$ cat src/rtl/axis_fifo.sv
// axis_fifo: DEPTH-entry AXI-Stream FIFO with first-word-fall-through output,
// occupancy reporting, a registered almost-full flag and a synchronous flush.
//
// Ports:
//   clk            - single clock, rising edge
//   reset          - asynchronous, active-low reset
//   flush          - synchronous, active-high; discards all stored beats
//   s_axis_tvalid  - upstream beat valid
//   s_axis_tdata   - upstream data
//   s_axis_tlast   - upstream end-of-packet
//   s_axis_tready  - FIFO can accept a beat
//   m_axis_tvalid  - head beat valid
//   m_axis_tdata   - head data
//   m_axis_tlast   - head end-of-packet
//   m_axis_tready  - downstream accepts the head beat
//   level          - number of stored beats, 0..DEPTH
//   almost_full    - level >= AF_THRESH, registered
//
// Handshake: a beat transfers on a rising edge where valid and ready are both
// high. s_axis_tready depends only on FIFO state and flush, never on
// s_axis_tvalid. m_axis_tvalid/tdata/tlast hold steady until popped, except
// across a flush or reset.

module axis_fifo #(
  parameter int AXIS_WIDTH = 32,
  parameter int DEPTH      = 8,
  parameter int AF_THRESH  = 6,
  localparam int LW        = $clog2(DEPTH) + 1
) (
  input  logic                  clk,
  input  logic                  reset,
  input  logic                  flush,
  input  logic                  s_axis_tvalid,
  input  logic [AXIS_WIDTH-1:0] s_axis_tdata,
  input  logic                  s_axis_tlast,
  output logic                  s_axis_tready,
  output logic                  m_axis_tvalid,
  output logic [AXIS_WIDTH-1:0] m_axis_tdata,
  output logic                  m_axis_tlast,
  input  logic                  m_axis_tready,
  output logic [LW-1:0]         level,
  output logic                  almost_full
);

  localparam int AW = LW - 1;

  // Storage holds {tlast, tdata}; it is never reset.
  logic [AXIS_WIDTH:0] mem [DEPTH];

  // Pointers carry one extra wrap bit above the address bits.
  logic [LW-1:0] wr_ptr;
  logic [LW-1:0] rd_ptr;
  logic [LW-1:0] level_next;
  logic          ready_en;
  logic          full;
  logic          empty;
  logic          push;
  logic          pop;

  assign empty = (wr_ptr == rd_ptr);
  assign full  = (wr_ptr[AW-1:0] == rd_ptr[AW-1:0]) && (wr_ptr[AW] != rd_ptr[AW]);

  // ready_en keeps tready low while reset is held and rises on the first
  // clock edge after release.
  assign s_axis_tready = ready_en & ~full & ~flush;
  assign m_axis_tvalid = ~empty;

  assign push = s_axis_tvalid & s_axis_tready;
  assign pop  = m_axis_tvalid & m_axis_tready;

  // Modular difference of the wrap-bit pointers is exactly 0..DEPTH.
  assign level = wr_ptr - rd_ptr;

  assign {m_axis_tlast, m_axis_tdata} = mem[rd_ptr[AW-1:0]];

  always_comb begin
    level_next = level;
    if (flush) begin
      level_next = '0;
    end else if (push && !pop) begin
      level_next = level + LW'(1);
    end else if (pop && !push) begin
      level_next = level - LW'(1);
    end
  end

  always_ff @(posedge clk or negedge reset) begin
    if (!reset) begin
      wr_ptr      <= '0;
      rd_ptr      <= '0;
      almost_full <= 1'b0;
      ready_en    <= 1'b0;
    end else begin
      ready_en    <= 1'b1;
      almost_full <= (level_next >= LW'(AF_THRESH));
      if (flush) begin
        // A pop in the flush cycle counts as delivered; the reset of both
        // pointers discards it along with everything else.
        wr_ptr <= '0;
        rd_ptr <= '0;
      end else begin
        if (push) wr_ptr <= wr_ptr + LW'(1);
        if (pop)  rd_ptr <= rd_ptr + LW'(1);
      end
    end
  end

  always_ff @(posedge clk) begin
    if (push) mem[wr_ptr[AW-1:0]] <= {s_axis_tlast, s_axis_tdata};
  end

endmodule

$ cat config.mk
export PLATFORM = sky130hd
export DESIGN_NAME = axis_fifo
export DESIGN_NICKNAME = d
export VERILOG_FILES = /design/src/rtl/axis_fifo.sv
export SDC_FILE = /design/constraint.sdc
export NUM_CORES = 1
export LEC_CHECK = 0
export CORE_MARGIN = 1.5
export CORE_UTILIZATION = 50
export CTS_BUF_LIST = sky130_fd_sc_hd__clkbuf_2
export CTS_CLUSTER_DIAMETER = 100
export CTS_CLUSTER_SIZE = 8
export DETAILED_ROUTE_END_ITERATION = 12
export GPL_TIMING_DRIVEN = 1
export MAX_ROUTING_LAYER = met4
export PLACE_DENSITY = 0.72
export SLEW_MARGIN = 20
export SYNTH_ARGS = -nofsm -noshare
export SYNTH_HDL_FRONTEND = slang
export SYNTH_SLANG_ARGS = --single-unit
$ cat constraint.sdc
create_clock -name clk -period 5.6 [get_ports clk]
set_input_delay 1.12 -clock clk [delete_from_list [all_inputs] [get_ports clk]]
set_output_delay 1.12 -clock clk [all_outputs]
set_load 0.01 [all_outputs]
==> results.yml, run 1 <==
status:
  outcome: "complete, no violations"
power:
  combPwrFrac_pct: 13.6
  pwr-share-clk_pct: 23.8
  p_int_uw: 2800
  p_sw_share_pct: 23.7
  seq_power_share_pct: 62.6
  power_leakage_uw: 0.00401
  ir_drop_mv: 0.181
  p_switching_uw: 868
  power.density_nw_per_um2: 300
sta:
  fin_skew_ns: 0.0458
  finalMaxSlewViolations: 0
  tightest_slew_ns: 1.00
  setup_violations: 0
  rsz0062_at_grt: "false"
  finalWorstSetupSlack_ns: 0.974
  period_needed_ns: 4.63
  hold_viol: 0
  post-route-period-util_pct: 82.6
  max_freq_mhz: 216
  max_slew_margin_pct: 33.1
  fin_tns_setup_ns: 0
routing:
  via_count: 5329
  drtAntennaViolNets: 0
  wl_per_cell_um: 21.5
  vias_per_cell: 5.61
  drcViolationCount: 0
  drt-initial-drc-count: 419
  firstDrtPassIters: 5
  wl_um: 20500
clock_network:
  holdBufCountCts: 0
  ctsRootBufferMaster: "clkbuf_2"
  numCtsBuffers: 40
  cts_resized: 0
  cts_tree: "done"
  cts_setup_buffers: 0
  cts_num_sinks: 274
  insertion_delay_ns: 0.75
  h-tree-depth: 2
  clk_pin_slew_ns: 0.15
  clk_path_buf_depth: 3
worst_setup_path:
  required_ns: 4.48
  crit_family: "buffers and inverters"
  crit_fanout: 38
  slowest_delay_ns: 0.94
  worstSetupPathType: "reg -> out"
  cpMostUsedCell: "nand2_1"
  critPathLaunchType: "register"
  cp.buffers_inverters: 2
  cp_cell_sequence: "buf_4, mux4_2, nand2_1, nand2_1, clkdlybuf4s50_1"
  crit_path_end_kind: "output pin"
  crit_path_top_delay_cell: "dfrtp_4"
  cp.arrival_ns: 3.51
grt:
  grt_pass1_vias: 5611
  grt_pass1_wl_um: 31800
  grt-ovfl-total: 0
  track_usage_pct: 19.9
  grt_max_degree: 70
  antenna_found_initial: 1
synth:
  synth_nets: 592
  synthAdderAreaFrac_pct: 1.12
  synth_edf_count: 264
  netlist_instances: 545
  syn-cell-area_um2: 10700
  synth.largest_area_cell: "edfxtp_1"
  ys_seq_area_share_pct: 76.3
  yosys.area_share.simple_pct: 5.30
  synth_area_leaders: "edfxtp_1, mux4_2, nand2_1"
  synth-main-ff-cell: "edfxtp_1"
  synthXorXnorAreaFrac_pct: 0.806
  async_flop_share_pct: 3.65
  avgSynthCellArea_um2: 19.7
  yosysWarnings: 0
  synth_top_area_share_pct: 74.0
  synth_compound_area_share_pct: 1.05
  ys_ff_latch: 274
  ys_types: 40
  synth_top_family_by_area: "multiplexers"
  synth.area.mux_share_pct: 14.1
flow_run:
  cap_viol_max_count: 0
placement:
  hpwl_um: 11800
  dp_slack_ns: 1.60
  place_congestion: 0.763
  placed_cell_area_um2: 11900
  port_buffers: 77
floorplanning:
  die-height_um: 149
  die_x_um: 149
  core_um2: 21000
  pin_count: 78
  start_util_pct: 51.0
  dieArea_um2: 22300
  fp-row-count: 53
cells_and_area:
  multiInputGateArea_um2: 2440
  nNetsFinal: 706
  final_common_cell: "edfxtp_1"
  postLayoutCellArea_um2: 12200
  drive_above_1_share_pct: 23.9
  synthToLayoutAreaGrowth_pct: 14.0
  register_area_um2: 8180
  fillCellCount: 1550
  final_cell_mix: "edfxtp_1, nand2_1, clkdlybuf4s50_1"
hold_path:
  min_path_type: "reg -> reg"
==> through the flow <==
step	power, uW	cells	util, %	hold slack [ns]
after floorplan	2640	545	-	0.537
after global placement	2830	892	56.7	0.559
after CTS	3720	949	58.1	0.604
after global routing	3830	950	58.1	0.621
after detailed placement	2850	892	56.7	0.581
final	3670	950	58.1	0.611
==> kinds of logic (layout without fill, tap and decap cells) <==
group                      Yosys count  in the layout
muxes                               68             68
buffers and inverters               34            163
xor gates and xnor gates             9              9
AOI/OAI and AO/OA                   16             16
adders and majority gates            9              9
and+or+nand+nor                    134            134
other                                1              2
DFF                                274            274
==> final timing paths <==
path                                  startpoint                    end  slack [ns]  cells past startpoint
setup / recovery           rd_ptr[0]$_DFFE_PN0P_       m_axis_tdata[30]        0.97                      5
hold / removal             wr_ptr[0]$_DFFE_PN0P_  wr_ptr[0]$_DFFE_PN0P_        0.61                      2
setup reg to reg           rd_ptr[2]$_DFFE_PN0P_   mem[6][23]$_DFFE_PP_        1.62                      9
hold reg to reg            wr_ptr[0]$_DFFE_PN0P_  wr_ptr[0]$_DFFE_PN0P_        0.61                      2
max in group asynchronous                  reset  rd_ptr[0]$_DFFE_PN0P_        4.55                      1
min in group asynchronous                  reset  almost_full$_DFF_PN0_        0.67                      1
==> worst reg2reg max path, cell delays in order, from the launching register on <==
cell and delay [ns]:
dfrtp_2 0.37, buf_4 0.44, clkinv_1 0.13, buf_4 0.30, ha_1 0.47, and3_4 0.23, a211oi_4 0.46, nand2_1 0.29
nor2_4 0.59, buf_4 0.38
==> final cells by class <==
class | instances | share of cell area [%]
diodes | 1 | 0.0205
multi-input cells | 237 | 20.0
inverters | 9 | 0.277
repair buffers | 97 | 7.54
well taps | 275 | 2.82
flip-flops and latches | 274 | 67.0
clock buffers | 56 | 2.29
clock inverters | 1 | 0.0717
==> routing by layer <==
layer	part of all wire [%]	global-route usage, %	vias up
li1	-	-	2383
met1	41	26.8	2718
met2	50	30.9	193
met3	7.1	4.22	35
met4	1.7	5.79	0
met5	0	-	-
==> synth_stat cells, drive strengths merged (4+ instances only) <==
cell type    n
edfxtp     264
nand2      109
mux4        66
buf         13
clkbuf      12
dfrtp       10
ha           8
inv          8
nor2         6
a21oi        5
o21ai        5
xnor2        5
nor3b        4
xor2         4
==> flip-flops by register name, indices dropped and copies added, names as in the netlist <==
register,flops
wr_ptr,4
mem,264
ready_en,1
rd_ptr,4
almost_full,1
==> power by group through the flow <==
stage | logic (uW) | clock network (uW) | registers (uW)
after floorplan | 325 | 0 | 2320
after global placement | 487 | 0 | 2350
after detailed placement | 503 | 0 | 2350
after CTS | 505 | 908 | 2300
after global routing | 539 | 981 | 2310
final | 498 | 873 | 2300
(Power assumes the default switching activity.)
==> run 2: changes to the inputs <==
==> constraint.sdc (replaced) <==
create_clock -name clk -period 4.1 [get_ports clk]
set_input_delay 0.82 -clock clk [delete_from_list [all_inputs] [get_ports clk]]
set_output_delay 0.82 -clock clk [all_outputs]
set_load 0.01 [all_outputs]
==> results.yml, run 2 (same netlist as run 1, synthesis figures left out) <==
clock_network:
  cts_setup_buffers: 0
  clk_path_buf_depth: 3
  h-tree-depth: 2
  cts_resized: 0
  holdBufCountCts: 0
  insertion_delay_ns: 0.73
  numCtsBuffers: 40
  cts_num_sinks: 274
  clk_pin_slew_ns: 0.16
  ctsRootBufferMaster: "clkbuf_2"
  cts_tree: "done"
placement:
  place_congestion: 0.846
  hpwl_um: 11800
  placed_cells: 895
  port_buffers: 77
  dp_slack_ns: 0.892
grt:
  grt_max_degree: 70
  grt_pass1_wl_um: 31400
  grt_pass1_vias: 5650
  track_usage_pct: 19.6
  grt-ovfl-total: 0
  met2_usage_pct: 32.4
  grt_use_met1_pct: 25.3
  antenna_found_initial: 1
  grt_busiest_layer: "met2"
  grt_use_met3_pct: 3.39
routing:
  via_count: 5280
  drtAntennaViolNets: 0
  wl_um: 20200
  vias_per_cell: 5.53
  wl_per_cell_um: 21.2
  drcViolationCount: 0
  firstDrtPassIters: 5
  drt-initial-drc-count: 395
worst_setup_path:
  slowest_delay_ns: 0.71
  timing.rr.end: "mem[2][15]$_DFFE_PP_"
  reg2reg_depth: 7
  cp_cell_sequence: "buf_4, mux4_2, nand2_1, nand2_1, clkdlybuf4s50_1"
  critPathLaunchType: "register"
  required_ns: 3.28
  worstSetupPathType: "reg -> out"
  r2r_slack_ns: 1.10
  crit_path_top_delay_cell: "dfrtp_4"
  reg2reg_from: "rd_ptr[0]$_DFFE_PN0P_"
  cp.arrival_ns: 3.02
  crit_fanout: 20
  cpMostUsedCell: "nand2_1"
  crit_path_end_kind: "output pin"
cells_and_area:
  synthToLayoutAreaGrowth_pct: 14.7
  stdcell_count: 955
  final_common_cell: "edfxtp_1"
  nNetsFinal: 709
  drive_above_1_share_pct: 24.4
  fin_util_pct: 58.4
  final_cell_mix: "edfxtp_1, nand2_1, clkdlybuf4s50_1"
  largest_register_ffs: 264
floorplanning:
  die-height_um: 149
  die_x_um: 149
  start_util_pct: 51.0
  pin_count: 78
  core_um2: 21000
  dieArea_um2: 22300
  fp-row-count: 53
sta:
  tightest_slew_ns: 0.498
  max_freq_mhz: 261
  max_slew_margin_pct: 66.7
  fin_skew_ns: 0.0359
  post-route-period-util_pct: 93.6
  setup_violations: 0
  hold_viol: 0
  finalMaxSlewViolations: 0
  finalWorstSetupSlack_ns: 0.261
  period_needed_ns: 3.84
  rsz0062_at_grt: "false"
  fin_tns_setup_ns: 0
power:
  power.density_nw_per_um2: 410
  ir_drop_mv: 0.206
  power_leakage_uw: 0.00404
flow_run:
  cap_viol_max_count: 0
hold_path:
  min_path_type: "in -> async"
status:
  outcome: "complete, no violations"
-- run 2: worst max-delay path by stage --
| stage | start | end | slack, ns | cells after the start |
|---|---|---|---|---|
| floorplan | rd_ptr[1]$_DFFE_PN0P_ | mem[3][0]$_DFFE_PP_ | -1.10 | 9 |
| global route | rd_ptr[0]$_DFFE_PN0P_ | level[2] | 0.01 | 6 |
| finish | rd_ptr[0]$_DFFE_PN0P_ | m_axis_tdata[16] | 0.26 | 5 |
| CTS | rd_ptr[0]$_DFFE_PN0P_ | m_axis_tdata[16] | 0.15 | 5 |
| detailed placement | flush | mem[2][11]$_DFFE_PP_ | 0.89 | 7 |
| global placement | flush | mem[2][10]$_DFFE_PP_ | 0.94 | 7 |
-- run 2: layer usage --
layer,vias up,share of wire [%]
met5,-,0
met4,0,1.5
met3,25,5.2
met2,145,51
met1,2735,42
li1,2375,-
-- run 2: per-stage QoR --
step	hold slack (ns)	power, uW	cell area [um^2]
6_report	0.395	5040	12300
5_1_grt	0.375	5260	12300
4_1_cts	0.359	5100	12300
3_5_place_dp	0.583	3900	12000
3_3_place_gp	0.584	3880	12000
2_1_floorplan	0.524	3610	10700
-- run 2: cell type report --
| type | instances | area [um^2] |
|---|---|---|
| multi-input cells | 237 | 2450 |
| fillers | 1521 | 8730 |
| clock inverters | 3 | 16.3 |
| inverters | 9 | 33.8 |
| flip-flops and latches | 274 | 8190 |
| clock buffers | 56 | 280 |
| well taps | 275 | 344 |
| diodes | 1 | 2.50 |
| repair buffers | 100 | 968 |
-- run 2: where the power goes --
group	total (uW)	internal, uW	switching [uW]
registers	3120	3090	30.3
clock network	1210	356	852
logic	710	393	317
-- run 2: critical path, delay by kind of cell (launching register included) --
kind                   cells  cell delay (ns)
DFF                        1             0.71
and+or+nand+nor            2             0.19
buffers and inverters      2             0.84
muxes                      1             0.54
